===== config.mk =====
export PLATFORM = sky130hd
export DESIGN_NAME = tank_motion
export DESIGN_NICKNAME = d
export VERILOG_FILES = /design/src/rtl/tank_motion.sv
export SDC_FILE = /design/constraint.sdc
export NUM_CORES = 1
export LEC_CHECK = 0
export BUFFER_PORTS_ARGS = -buffer_cell sky130_fd_sc_hd__buf_2
export CAP_MARGIN = 20
export CELL_PAD_IN_SITES_DETAIL_PLACEMENT = 0
export CELL_PAD_IN_SITES_GLOBAL_PLACEMENT = 1
export CORE_ASPECT_RATIO = 0.7
export CORE_MARGIN = 2
export CORE_UTILIZATION = 23
export CTS_CLUSTER_SIZE = 30
export DETAILED_ROUTE_END_ITERATION = 12
export GPL_TIMING_DRIVEN = 0
export PLACE_DENSITY_LB_ADDON = 0.25
export SYNTH_ARGS = -nofsm -noshare
export SYNTH_HDL_FRONTEND = slang
export SYNTH_SLANG_ARGS = --single-unit

===== constraint.sdc =====
create_clock -name frame_clk -period 4.3 [get_ports frame_clk]
set_input_delay 1.075 -clock frame_clk [delete_from_list [all_inputs] [get_ports frame_clk]]
set_output_delay 1.075 -clock frame_clk [all_outputs]
set_load 0.01 [all_outputs]

===== src/rtl/tank_motion.sv =====
// tank_motion: player tank movement with clamped playfield edges and a death/respawn/spawn-shield life cycle.
module tank_motion #(
    parameter int X_CENTER = 160,
    parameter int Y_CENTER = 240,
    parameter int X_MIN = 1,
    parameter int X_MAX = 639,
    parameter int Y_MIN = 1,
    parameter int Y_MAX = 479,
    parameter int SIZE = 4,
    parameter int STEP = 1,
    parameter logic [7:0] KEY_LEFT = 8'h04,
    parameter logic [7:0] KEY_RIGHT = 8'h07,
    parameter logic [7:0] KEY_DOWN = 8'h16,
    parameter logic [7:0] KEY_UP = 8'h1A,
    parameter int NUM_KEYS = 4,
    parameter int RESPAWN_FRAMES = 60,
    parameter int SHIELD_FRAMES = 120,
    parameter logic [1:0] INIT_DIR = 2'b01
) (
    input  logic                  frame_clk,
    input  logic                  Reset_n,
    input  logic                  was_hit,
    input  logic [8*NUM_KEYS-1:0] keycodes,
    output logic [9:0]            TankX,
    output logic [9:0]            TankY,
    output logic [9:0]            TankS,
    output logic [1:0]            direction,
    output logic                  moving,
    output logic                  alive,
    output logic                  shielded
);
    localparam int CW = $clog2((RESPAWN_FRAMES > SHIELD_FRAMES ? RESPAWN_FRAMES : SHIELD_FRAMES) + 1);
    localparam logic signed [10:0] ST = 11'(STEP);
    localparam logic signed [10:0] XLO = 11'(X_MIN + SIZE);
    localparam logic signed [10:0] XHI = 11'(X_MAX - SIZE);
    localparam logic signed [10:0] YLO = 11'(Y_MIN + SIZE);
    localparam logic signed [10:0] YHI = 11'(Y_MAX - SIZE);

    typedef enum logic [1:0] {ALIVE, DEAD, SPAWN} state_t;

    state_t state;
    logic [CW-1:0] cnt;
    logic found;
    logic [1:0] sel;
    logic [7:0] key;
    logic signed [10:0] xs, ys, xm, xp, ym, yp;
    logic [9:0] nx, ny;

    assign TankS = 10'(SIZE);

    // lowest slot holding a movement key wins
    always_comb begin
        found = 1'b0;
        sel = 2'b00;
        key = 8'h00;
        for (int i = 0; i < NUM_KEYS; i++) begin
            key = keycodes[8*i +: 8];
            if (!found && (key == KEY_LEFT || key == KEY_RIGHT || key == KEY_DOWN || key == KEY_UP)) begin
                found = 1'b1;
                sel = key == KEY_LEFT ? 2'b00 : key == KEY_RIGHT ? 2'b01 : key == KEY_DOWN ? 2'b10 : 2'b11;
            end
        end
    end

    // 11-bit signed candidates so a clamp never sees a wrapped value
    assign xs = signed'({1'b0, TankX});
    assign ys = signed'({1'b0, TankY});
    assign xm = xs - ST;
    assign xp = xs + ST;
    assign ym = ys - ST;
    assign yp = ys + ST;

    always_comb begin
        nx = !found || sel[1] ? TankX : sel[0] ? (xp > XHI ? XHI[9:0] : xp[9:0]) : (xm < XLO ? XLO[9:0] : xm[9:0]);
        ny = !found || !sel[1] ? TankY : sel[0] ? (ym < YLO ? YLO[9:0] : ym[9:0]) : (yp > YHI ? YHI[9:0] : yp[9:0]);
    end

    always_ff @(posedge frame_clk or negedge Reset_n) begin
        if (!Reset_n) begin
            state <= ALIVE;
            cnt <= '0;
            TankX <= 10'(X_CENTER);
            TankY <= 10'(Y_CENTER);
            direction <= INIT_DIR;
            moving <= 1'b0;
            alive <= 1'b1;
            shielded <= 1'b0;
        end else if (state == DEAD) begin
            moving <= 1'b0;
            if (cnt == '0) begin
                state <= SPAWN;
                cnt <= CW'(SHIELD_FRAMES - 1);
                TankX <= 10'(X_CENTER);
                TankY <= 10'(Y_CENTER);
                direction <= INIT_DIR;
                alive <= 1'b1;
                shielded <= 1'b1;
            end else begin
                cnt <= cnt - CW'(1);
            end
        end else if (state != SPAWN && was_hit) begin
            state <= DEAD;
            cnt <= CW'(RESPAWN_FRAMES - 1);
            moving <= 1'b0;
            alive <= 1'b0;
        end else begin
            TankX <= nx;
            TankY <= ny;
            direction <= found ? sel : direction;
            moving <= {nx, ny} != {TankX, TankY};
            if (state == SPAWN) begin
                if (cnt == '0) begin
                    state <= ALIVE;
                    shielded <= 1'b0;
                end else begin
                    cnt <= cnt - CW'(1);
                end
            end
        end
    end
endmodule


Word level (Yosys, flattened, before mapping)
Index checks and enable logic that the tools add are counted.
Operators by class
  muxes and demuxes: 57
  $add $sub $neg: 5
  equal/unequal tests: 23
  reductions and logical operators: 35
  magnitude comparators: 4
Operator list (count)
  two-way mux 10 bit: 14
  == test 8 x 3 -> 1 bit, second input constant: 8
  == test 8 x 5 -> 1 bit, second input constant: 8
  two-way mux 2 bit: 21
  two-way mux 7 bit: 5
  adder 10 x 1 -> 11 bit, second input constant: 2
  < comparator 11 x 4 -> 1 bit, second input constant: 2
  subtractor 10 x 1 -> 11 bit, second input constant: 2
  inequality test 20 bit: 1
  two-way mux 1 bit: 17
  logical OR 1 bit: 14
  > comparator 11 x 10 -> 1 bit, second input constant: 1
  > comparator 11 bit, second input constant: 1
  AND reduction 3 bit: 3
  nonzero test 2 bit: 4
  zero test 7 bit: 1
  subtractor 7 x 1 -> 7 bit, second input constant: 1
  AND reduction 2 bit: 3
  zero test 1 bit: 5
  logical AND 1 bit: 4
  inequality test 2 bit, second input constant: 2
  inequality test 3 bit, second input constant: 1
  nonzero test 3 bit: 1
  == test 2 x 1 -> 1 bit, second input constant: 1
  2 further kinds: 2
Word-level totals
  output and inout port bits: 35
  register bits after elaboration: 34
  logic and storage cells: 132

Longest topological paths before layout
  depth after elaboration: 20
  mapped depth: 13
  depth with buffers taken out: 11

Worst setup path before layout
Ideal clock, no wire load.
  path kind: input to register
  start point: input port keycodes[7]
  end point: register moving
  data arrival time: 3.433 ns
  setup time: 0.145 ns
  cell stages on the path: 9
  buffers on the path: 0
  setup slack: 0.722 ns
  cell sequence: or3_4 > or4_4 > nand4b_2 > o2bb2ai_2 > or4_4 > nor2_1 > o311ai_1 > o41ai_2 > a41oi_1
Between the ends
  longest elaborated chain between the ends: 20
  elaborated cells between the ends (all ways): 35
  those cells by class: eq/ne (5); mux (17); reduce/logical (13)
Ends and longest elaborated chain
  start: declaration: RTL line 23  | input logic [8*NUM_KEYS-1:0] keycodes,
  == test 8 x 3 -> 1 bit: RTL line 58, 60
  logical OR 1 bit (3 in a row): RTL line 58  | if (!found && (key == KEY_LEFT || key == KEY_RIGHT || key == KEY_DOWN || key == KEY_UP)) begin
  two-way mux 1 bit: RTL line 58
  zero test 1 bit: RTL line 58
  logical AND 1 bit: RTL line 58
  two-way mux 1 bit: RTL line 58
  zero test 1 bit: RTL line 58
  logical AND 1 bit: RTL line 58
  [... 2 more ...]
  logical AND 1 bit: RTL line 58
  two-way mux 1 bit / two-way mux 2 bit (equally long branches): RTL line 58
  zero test 1 bit, on equally long branches: RTL line 74, 75
  logical OR 1 bit, on equally long branches: RTL line 75, 74
  two-way mux 10 bit, on equally long branches: RTL line 75, 74
  inequality test 20 bit (*): RTL line 110  | moving <= {nx, ny} != {TankX, TankY};
  two-way mux 1 bit (*): RTL line 101  | end else if (state != SPAWN && was_hit) begin
  two-way mux 1 bit (*): RTL line 88  | end else if (state == DEAD) begin
  end signal: assignment: RTL line 110
  end: declaration: RTL line 28  | output logic moving,
Mark *: on every way between the ends. The rest lies on a longest branch, timed or not.
A chain may end at the register's enable or synchronous reset.

Final worst setup path
  start point: register TankX[0]
  end point: register moving
Between the ends
  longest elaborated chain between the ends: 8
  elaborated cells between the ends (all ways): 11
  those cells by class: add/sub (2); order compare (2); eq/ne (1); mux (6)
Ends and longest elaborated chain
  start: declaration: RTL line 24  | output logic [9:0] TankX,
  start signal: assignment: RTL line 82  | TankX <= 10'(X_CENTER);
  start signal: assignment: RTL line 93  | TankX <= 10'(X_CENTER);
  start signal: assignment: RTL line 107  | TankX <= nx;
  subtractor 10 x 1 -> 11 bit / adder 10 x 1 -> 11 bit (equally long branches): RTL line 68, 69
  < comparator 11 x 4 -> 1 bit / > comparator 11 bit (equally long branches): RTL line 74  | nx = !found || sel[1] ? TankX : sel[0] ? (xp > XHI ? XHI[9:0] : xp[9:0]) : (xm < XLO ? XLO[9:0] : xm[9:0]);
  two-way mux 10 bit (3 in a row): RTL line 74
  inequality test 20 bit (*): RTL line 110
  two-way mux 1 bit (*): RTL line 101
  two-way mux 1 bit (*): RTL line 88
Marks and branches as above.

==> results.py <==
metrics = {
    "logic_synthesis": {
        "syn_area_per_cell_um2": 7.333,
        "synth-seq-cells": 34,
        "syn_inst": 566,
        "synthXorXnorAreaFrac_pct": 3.799,
        "synth_warnings": 0,
        "synthArstFlopShare_pct": 100.0,
        "ys_types": 88,
        "ys_seq_area_share_pct": 20.74,
        "synth_fa_ha_area_share_pct": 2.713,
        "synthesis.area_um2": 4150,
        "synth.largest_area_cell": "dfrtp_1",
        "synthMuxAreaShare_pct": 1.055,
        "yosys-top-cells-count": "o21ai_0, nand2_1, nor2_1, a21oi_1, clkbuf_1",
        "synth_compound_area_share_pct": 32.26,
        "synth_edf_count": 0,
        "synth.area.top_cells": "dfrtp_1, o21ai_0, dfstp_2",
        "yosysMostFrequentCell": "o21ai_0",
        "synth_top_family_by_area": "compound AO/OA/AOI/OAI gates",
        "synth-simple-area-share_pct": 31.29,
        "synth_top_area_share_pct": 15.68,
        "synthFlopType": "dfrtp_1",
    },
    "worst_setup_path": {
        "critPathSlowestCell": "or4b_1",
        "crit_chain": "clkbuf_1 -> inv_1 -> ha_1 -> or4b_1 -> nor4_2 -> and2_0 -> clkbuf_1 -> nor3_1 -> o32ai_1 -> xnor2_1 -> o41ai_2 -> a41oi_1",
        "crit_cells": 12,
        "reg2reg_depth": 12,
        "slowest_delay_ns": 0.65,
        "startpoint": "TankX[0]$_DFFE_PN0P_",
        "reg2reg_setup_slack_ns": 0.20,
        "rr_endpoint": "moving$_DFF_PN0_",
        "crit_end": "moving$_DFF_PN0_",
        "arrival_ns": 4.25,
        "cpMostUsedCell": "clkbuf_1",
        "end_kind": "flop",
        "setup.worst_path.start_class": "flop",
        "crit_type": "reg -> reg",
        "worstReg2RegStart": "TankX[0]$_DFFE_PN0P_",
        "crit_family": "simple AND/OR/NAND/NOR gates",
        "cp.required_ns": 4.45,
        "crit_fanout": 10,
        "critPathBufInv": 3,
    },
    "detailed_routing": {
        "vias": 4765,
        "final_antenna_net_count": 0,
        "drt_first_pass_iters": 5,
        "wl_per_cell_um": 17.94,
        "drt_iter0_markers": 589,
        "vias_per_cell": 5.439,
        "drc_errors": 0,
        "routed_wirelength_mm": 15.71,
    },
    "grt": {
        "antenna_found_initial": 0,
        "grt_max_degree": 35,
        "track_usage_pct": 16.11,
        "grt_pass1_vias": 4451,
        "grt_pass1_wl_mm": 24.30,
        "grt_overflow": 0,
    },
    "die": {
        "ios": 70,
        "core-area_um2": 17850,
        "num_rows": 41,
        "die_area_um2": 19150,
        "start_util_pct": 23.25,
        "die_h_um": 116.4,
        "fp.dieW_um": 164.6,
    },
    "power_and_ir_drop": {
        "leakage_nw": 1.976,
        "finalPower_mw": 2.272,
        "powerDensity_nw_per_um2": 461.0,
        "vdd_drop_max_uv": 189.0,
    },
    "clocking": {
        "cts_made_buffers": 5,
        "cts_tree": "done",
        "postCtsHoldBufs": 0,
        "clockBufferDepth": 2,
        "insertion_delay_ns": 0.29,
        "cts.clk_slew.worst_paths_ns": 0.07,
        "cts_resized": 0,
        "h-tree-depth": 2,
        "cts_root_buf": "clkbuf_16",
        "cts.sinks": 34,
        "cts_setup_buffers": 0,
    },
    "layout": {
        "final_cell_area_um2": 4928,
        "drive_above_1_share_pct": 19.69,
        "syn2layout_area_growth_pct": 18.75,
        "seq_area_um2": 860.8,
        "multiInputGateArea_um2": 3000,
        "utilization_pct": 27.61,
        "final_nets": 683,
        "fillers": 1950,
        "antenna_cells": 0,
    },
    "sta": {
        "fin_crit_ns": 4.104,
        "setup_violations": 0,
        "final-max-slew-violation-count": 0,
        "hold_violations": 0,
        "period_share_pct": 95.44,
        "clock.fmax_mhz": 243.7,
        "fin_tns_setup_ns": 0,
        "clock_skew_ns": 0.01229,
        "tightest_slew_ns": 0.9029,
        "rsz0062_at_grt": "false",
        "slew_headroom_pct": 39.40,
    },
    "place": {
        "gp_congestion": 0.9017,
        "portBuffers": 58,
        "hpwl_mm": 11.89,
        "dpl_cell_area_um2": 4766,
    },
    "job": {
        "cap_viol_max_count": 0,
    },
    "outcome": {
        "outcome": "finished, final reports clean",
    },
    "hold_path": {
        "hold_class": "reg -> reg",
    },
}
[registers in the layout (all words and copies together) (netlist names)]
| register | flops |
|---|---|
| TankX | 10 |
| TankY | 10 |
| alive | 1 |
| cnt | 7 |
| direction | 2 |
| moving | 1 |
| shielded | 1 |
| state | 2 |
[cell families after synthesis]
family,after synthesis
AOI/OAI and AO/OA,194
buffers and inverters,72
and+or+nand+nor,233
DFF,34
muxes,4
adders and majority gates,9
xor gates and xnor gates,18
other,2
[power breakdown]
| group | switching (mW) | internal, mW |
|---|---|---|
| clock | 0.162 | 0.230 |
| sequential | 0.0945 | 0.418 |
| combinational | 0.865 | 0.503 |
[cell usage in the layout, fill, tap and decap left out, types with 6 or more instances in the layout]
cell      netlist  layout
buf_2          12      70
o21ai_0        49      49
nor2_1         46      46
nand2_1        46      46
a21oi_1        41      41
clkbuf_1       29      29
nor3_1         27      27
dfrtp_1        26      26
nand3_1        21      21
inv_1          20      20
xnor2_1        11      11
a211oi_1       10      10
buf_4          10      10
conb_1          2      10
nor3b_1         9       9
nand4_1         9       9
ha_1            9       9
dfstp_2         8       8
nand2b_1        8       8
and2_1          8       8
xor2_1          7       7
o31ai_1         7       7
and3_1          7       7
nor4bb_1        6       6
a31oi_1         6       6
[cell type report]
class,instances,share of cell area (%)
buffer,52,5.179
clock buffer,6,2.818
inverter,20,1.523
timing repair buffer,58,5.890
tap,236,5.991
sequential,34,17.47
clock inverter,2,0.2539
multi-input combinational,468,60.88
[tightest hold or removal path, delay by kind of cell, from the launching register on]
| kind | cells | cell delay, ns |
|---|---|---|
| flops | 1 | 0.37 |
| simple gates | 2 | 0.14 |
[layer usage]
| metal | vias up | GRT usage [%] | share of wire, % |
|---|---|---|---|
| li1 | 2270 | - | - |
| met2 | 217 | 22.57 | 39 |
| met3 | 24 | 3.267 | 8.7 |
| met4 | 0 | 4.522 | 1.7 |
| met5 | - | 0 | 0 |
| met1 | 2254 | 24.60 | 51 |
[how the worst min path moves through the flow]
stage,endpoint,depth (start not counted),startpoint
after global placement,shielded$_DFFE_PN0P_,1,shielded$_DFFE_PN0P_
after global routing,shielded$_DFFE_PN0P_,1,shielded$_DFFE_PN0P_
after detailed placement,shielded$_DFFE_PN0P_,1,shielded$_DFFE_PN0P_
after floorplan,cnt[0]$_DFFE_PN0P_,1,cnt[0]$_DFFE_PN0P_
final,alive$_DFFE_PN1P_,2,alive$_DFFE_PN1P_
after CTS,alive$_DFFE_PN1P_,2,alive$_DFFE_PN1P_
[stage by stage]
step                      hold slack (ns)  setup slack [ns]  cells
final                              0.5122            0.1961    876
after global routing               0.5665           0.03496    876
after CTS                          0.5150            0.3050    876
after detailed placement           0.5046           0.07206    868
after global placement             0.4985           0.05325    868
after floorplan                    0.4797            0.7220    574
(Power assumes the default switching activity.)
